--- src/rtl/dem_switching_block.sv ---
// First-level DEM tree switching block: splits a parent count into top/bottom halves,
// with the odd-code residue sign chosen by the PN bit. Optional macro DEM_SHAPING_EN.
module dem_switching_block #(
  parameter int CODE_W = 4,
  parameter int ACC_W  = 8
) (
  input  logic              clk_i,
  input  logic              reset_i,
  input  logic              valid_i,
  input  logic [CODE_W:0]   code_i,
  input  logic              pn_i,
  output logic              valid_o,
  output logic [CODE_W-1:0] top_o,
  output logic [CODE_W-1:0] bot_o,
  output logic [1:0]        sw_o,
  output logic [ACC_W-1:0]  imb_o,
  output logic              range_err_o
);

  localparam int EXT_W = CODE_W + 2;

  localparam logic [CODE_W:0]  CODE_MAX  = {1'b1, {CODE_W{1'b0}}};
  localparam logic [EXT_W-1:0] EXT_ONE   = {{(EXT_W-1){1'b0}}, 1'b1};
  localparam logic [EXT_W-1:0] EXT_MINUS = {EXT_W{1'b1}};
  localparam logic [EXT_W-1:0] EXT_ZERO  = {EXT_W{1'b0}};
  localparam logic [ACC_W-1:0] ACC_MAX   = {1'b0, {(ACC_W-1){1'b1}}};
  localparam logic [ACC_W-1:0] ACC_MIN   = {1'b1, {(ACC_W-1){1'b0}}};
  localparam logic [ACC_W-1:0] ACC_ONE   = {{(ACC_W-1){1'b0}}, 1'b1};

  logic              valid_r;
  logic [CODE_W-1:0] top_r;
  logic [CODE_W-1:0] bot_r;
  logic [1:0]        sw_r;
  logic [ACC_W-1:0]  imb_r;
  logic              err_r;

  logic [CODE_W:0]   code_c_s;
  logic              over_s;
  logic              odd_s;
  logic              s_pos_s;
  logic [EXT_W-1:0]  s_ext_s;
  logic [EXT_W-1:0]  top_sum_s;
  logic [EXT_W-1:0]  bot_sum_s;
  logic [1:0]        sw_next_s;
  logic [ACC_W-1:0]  imb_next_s;

  // Clamp the incoming count to the legal maximum and flag overflow
  always_comb begin
    over_s   = 1'b0;
    code_c_s = code_i;
    if (code_i > CODE_MAX) begin
      over_s   = 1'b1;
      code_c_s = CODE_MAX;
    end else begin
      over_s   = 1'b0;
      code_c_s = code_i;
    end
  end

  assign odd_s = code_c_s[0];

`ifdef DEM_SHAPING_EN
  // Noise-shaped sign: steer the residue against the running imbalance, PN breaks ties
  always_comb begin
    s_pos_s = pn_i;
    if (imb_r == {ACC_W{1'b0}}) begin
      s_pos_s = pn_i;
    end else if (imb_r[ACC_W-1]) begin
      s_pos_s = 1'b1;
    end else begin
      s_pos_s = 1'b0;
    end
  end
`else
  assign s_pos_s = pn_i;
`endif

  // Residue sign, child counts at extended width, and saturating imbalance update
  always_comb begin
    s_ext_s    = EXT_ZERO;
    sw_next_s  = 2'b00;
    imb_next_s = imb_r;
    case ({odd_s, s_pos_s})
      2'b11: begin
        s_ext_s   = EXT_ONE;
        sw_next_s = 2'b01;
        if (imb_r != ACC_MAX) imb_next_s = imb_r + ACC_ONE;
        else                  imb_next_s = imb_r;
      end
      2'b10: begin
        s_ext_s   = EXT_MINUS;
        sw_next_s = 2'b11;
        if (imb_r != ACC_MIN) imb_next_s = imb_r - ACC_ONE;
        else                  imb_next_s = imb_r;
      end
      default: begin
        s_ext_s    = EXT_ZERO;
        sw_next_s  = 2'b00;
        imb_next_s = imb_r;
      end
    endcase
    // c+s and c-s are always even and non-negative, so the halving is exact
    top_sum_s = EXT_W'(code_c_s) + s_ext_s;
    bot_sum_s = EXT_W'(code_c_s) - s_ext_s;
  end

  // Output pipeline register; results hold across invalid cycles
  always_ff @(posedge clk_i or posedge reset_i) begin
    if (reset_i) begin
      valid_r <= 1'b0;
      top_r   <= {CODE_W{1'b0}};
      bot_r   <= {CODE_W{1'b0}};
      sw_r    <= 2'b00;
      imb_r   <= {ACC_W{1'b0}};
      err_r   <= 1'b0;
    end else if (valid_i) begin
      valid_r <= 1'b1;
      top_r   <= CODE_W'(top_sum_s >> 1);
      bot_r   <= CODE_W'(bot_sum_s >> 1);
      sw_r    <= sw_next_s;
      imb_r   <= imb_next_s;
      err_r   <= err_r | over_s;
    end else begin
      valid_r <= 1'b0;
    end
  end

  assign valid_o     = valid_r;
  assign top_o       = top_r;
  assign bot_o       = bot_r;
  assign sw_o        = sw_r;
  assign imb_o       = imb_r;
  assign range_err_o = err_r;

endmodule

--- config.mk ---
export PLATFORM = sky130hd
export DESIGN_NAME = dem_switching_block
export DESIGN_NICKNAME = d
export VERILOG_FILES = /design/src/rtl/dem_switching_block.sv
export SDC_FILE = /design/constraint.sdc
export NUM_CORES = 1
export LEC_CHECK = 0
export BUFFER_PORTS_ARGS = -buffer_cell sky130_fd_sc_hd__buf_4
export CORE_MARGIN = 4
export CORE_UTILIZATION = 50
export CTS_BUF_LIST = sky130_fd_sc_hd__clkbuf_16
export CTS_CLUSTER_DIAMETER = 40
export CTS_CLUSTER_SIZE = 30
export DETAILED_ROUTE_END_ITERATION = 12
export HOLD_SLACK_MARGIN = 0.1
export PLACE_DENSITY = 0.78
export SYNTH_ARGS = -nofsm -noshare
export SYNTH_HDL_FRONTEND = slang
export SYNTH_SLANG_ARGS = --single-unit
--- constraint.sdc ---
create_clock -name clk_i -period 3.8 [get_ports clk_i]
set_clock_uncertainty 0.15 [all_clocks]
set_input_delay 0.76 -clock clk_i [delete_from_list [all_inputs] [get_ports clk_i]]
set_output_delay 0.76 -clock clk_i [all_outputs]
set_load 0.03 [all_outputs]
==> metrics.md <==
| Metric | Value |
|---|---|
| Outcome | completed |
| Post-Syn Area per Cell | 10.0 um2 |
| GR Util All Layers | about 17% |
| Initial core utilization | approximately half |
| Fin. Hold Viols | 0 |
| Number of clock sinks | 20 |
| Clock Tree Root | clkbuf_16 |
| TritonCTS buffer count | 3 |
| Drt total wl | 2.57 mm |
| Arrival time worst endpoint | between 2 and 3 ns |
| Tcrit/Tclk final | 74.3% |
| Final setup fails | 0 |
| Vias per std cell | about 5.4 |
| Register area share after synthesis | 39.2% |
| Number of enable flip-flop cells after synthesis | 0 |
| Max Slew Vio Count | 0 |
| Diode count | 0 |
| Post-synthesis cell count | approximately 130 |
| FFs w/ async S/R, synth | 100% |
| Final ANT Viol Nets | 0 |
| F_max | around 350 MHz |
| Wirelength per Cell | about 14 um |
| Maximum VDD drop | 431 uV |
| Power Density | roughly 600 nW/um2 |
| Yosys cell types | 42 |
| H-Tree Depth | 1 |
| Area grow syn2layout | 22.4% |
| CTS tree | built |
| Total gr overflow | 0 |
| PostCTS Resize Cnt | 0 |
| RR Startpoint | imb_o[1] |
| Worst slew pin tran | around 0.75 ns |
| Row count | 18 |
| DR vias | approximately 1000 |
| Fin cells | between 150 and 200 |
| Sw Ratio | approximately two fifths |
| Pint | approximately 0.56 mW |
| Max-cap violations | 0 |
| Vias in the first global route | just under 1000 |
| CP Capture Type | flop |
| Setup TNS | 0 ns |
| HP Start | range_err_o |
| Mapped Area | ~1300 um2 |
| First-pass GRT wire length | 4.57 mm |
| Post-CTS setup buffers | 0 |
| Port Buffer Count | 28 |
| Largest net degree at the start of global routing | 21 |
| Crit start category | input pin |
| IO Count | 29 |
| Power share of the clock group | between 20% and 30% |
| Drt drc | 0 |
| Combinational share of power | 39.2% |
| #FFs+latches synth | 20 |
| RSZ-0062 raised after global routing | no |
| Core area | 2450 um2 |
| Worst-path maximum fanout | 11 |
| DPL Wire Length | slightly below 2 mm |
| Crit Path Category | in2reg |
| Pleak | around 0.71 nW |
| Placed cells | 180 |
| Ratio of cells with drive above 1 in the final layout | a little over a quarter |
| Nets | between 150 and 200 |
| Initial antenna violation count | 0 |
| RD Place Congestion | 0.835 |
| Worst setup path startpoint | code_i[4] |
| Die Y-Extent | approximately 60 um |
| Synth Warn # | 0 |
| Post-CTS Hold Buffers | 0 |
| Ys flop type | dfrtp_1 |
| CTS clk-pin slew, worst paths | roughly 0.060 ns |
| Post-Syn Nets | 145 |
| Clk_lat worst skew | 0.25 ns |
| CP required | roughly 3.8 ns |
| Iter 0 DRT Violations | 19 |
| Die W | between 50 and 60 um |
| Clk buf depth | 2 |
| P_sw | ~0.38 mW |
| HP Class | reg2reg |
| Final worst path period need | between 2 and 3 ns |
| Full die area | 3420 um2 |
| DR pass1 iterations | 4 |
| Worst slew margin | between 40% and 50% |
| Reg power frac | 37.9% |
==> power groups by stage <==
stage          Sequential (mW)  Clock [mW]  Combinational [mW]
2_1_floorplan            0.419           0               0.202
3_3_place_gp             0.355           0               0.364
3_5_place_dp             0.358           0               0.368
4_1_cts                  0.354       0.221               0.372
5_1_grt                  0.370       0.233               0.401
6_report                 0.356       0.216               0.368
==> logic make-up after synthesis <==
group | synth area share (%)
AO/OA/AOI/OAI | 12.4
XOR/XNOR | 6.18
adder cells (fa/ha/maj) | 10.0
buffers and inverters | 5.98
flip-flops | 39.2
multiplexers | 5.98
other | 0.294
AND/OR/NAND/NOR | 20.0
==> state kept, by name (all words and copies together) (netlist names) <==
register and cells:
imb_o 8, bot_o 4, top_o 4, sw_o 2, range_err_o 1, valid_o 1
==> placed cells by master, fill, tap and decap left out, drive strengths merged, types with 6 or more instances in the layout <==
cell and n:
ha 7, xnor2 9, dfrtp 20, nor2 6, inv 8, a21oi 7
buf 28, nand2 6
==> worst max-delay path: stages <==
cell and delay [ns]:
buf_4 0.14, or3b_1 0.61, xnor2_1 0.22, ha_1 0.26
or4_1 0.41, mux2i_1 0.15, nand3_1 0.10, xnor2_1 0.14
==> cells in the mapped netlist, types with 4 or more instances <==
cell / instances / share of area, %
a21oi_1: 7 / 2.7
dfrtp_1: 20 / 39
ha_1: 7 / 6.9
inv_1: 7 / 2.1
mux2_2: 4 / 3.5
nand2_1: 6 / 1.8
nand3_1: 5 / 2.0
nor2_1: 6 / 1.8
nor2b_1: 4 / 2.0
nor3_1: 4 / 1.6
o21ai_0: 5 / 2.0
xnor2_1: 9 / 6.2
==> per-layer routing <==
layer,vias up,GRT usage (%),share of wire [%]
li1,507,-,-
met1,476,24.1,48
met2,16,26.8,48
met3,2,3.51,3.5
met4,0,6.62,0.70
met5,-,0,0
==> final cells by class <==
class | count | area, um2
Fill cell | 209 | 893
Timing Repair Buffer | 28 | 210
Tap cell | 30 | 37.5
Sequential cell | 20 | 500
Clock inverter | 1 | 3.75
Inverter | 8 | 35.0
Clock buffer | 3 | 75.1
Multi-Input combinational cell | 94 | 699
==> through the flow <==
step	util [%]	hold slack, ns	power [mW]	worst slack, ns	instance area, um2
floorplan	-	0.512	0.622	1.10	1280
global placement	60.4	0.311	0.719	0.780	1480
detailed placement	60.4	0.317	0.726	0.741	1480
CTS	63.6	0.329	0.948	0.981	1560
global route	63.6	0.339	1.00	0.823	1560
finish	63.6	0.329	0.939	0.975	1560
==> path summary, 6_finish.rpt <==
check | to | slack, ns | cells after the start
setup / recovery | imb_o[4] | 0.98 | 8
hold / removal | range_err_o | 0.33 | 1
setup reg to reg | imb_o[4] | 1.79 | 6
hold reg to reg | range_err_o | 0.33 | 1
max in group asynchronous | sw_o[0] | 2.53 | 2
min in group asynchronous | imb_o[0] | 0.50 | 2
No activity file was read; power rests on OpenSTA's default activity.
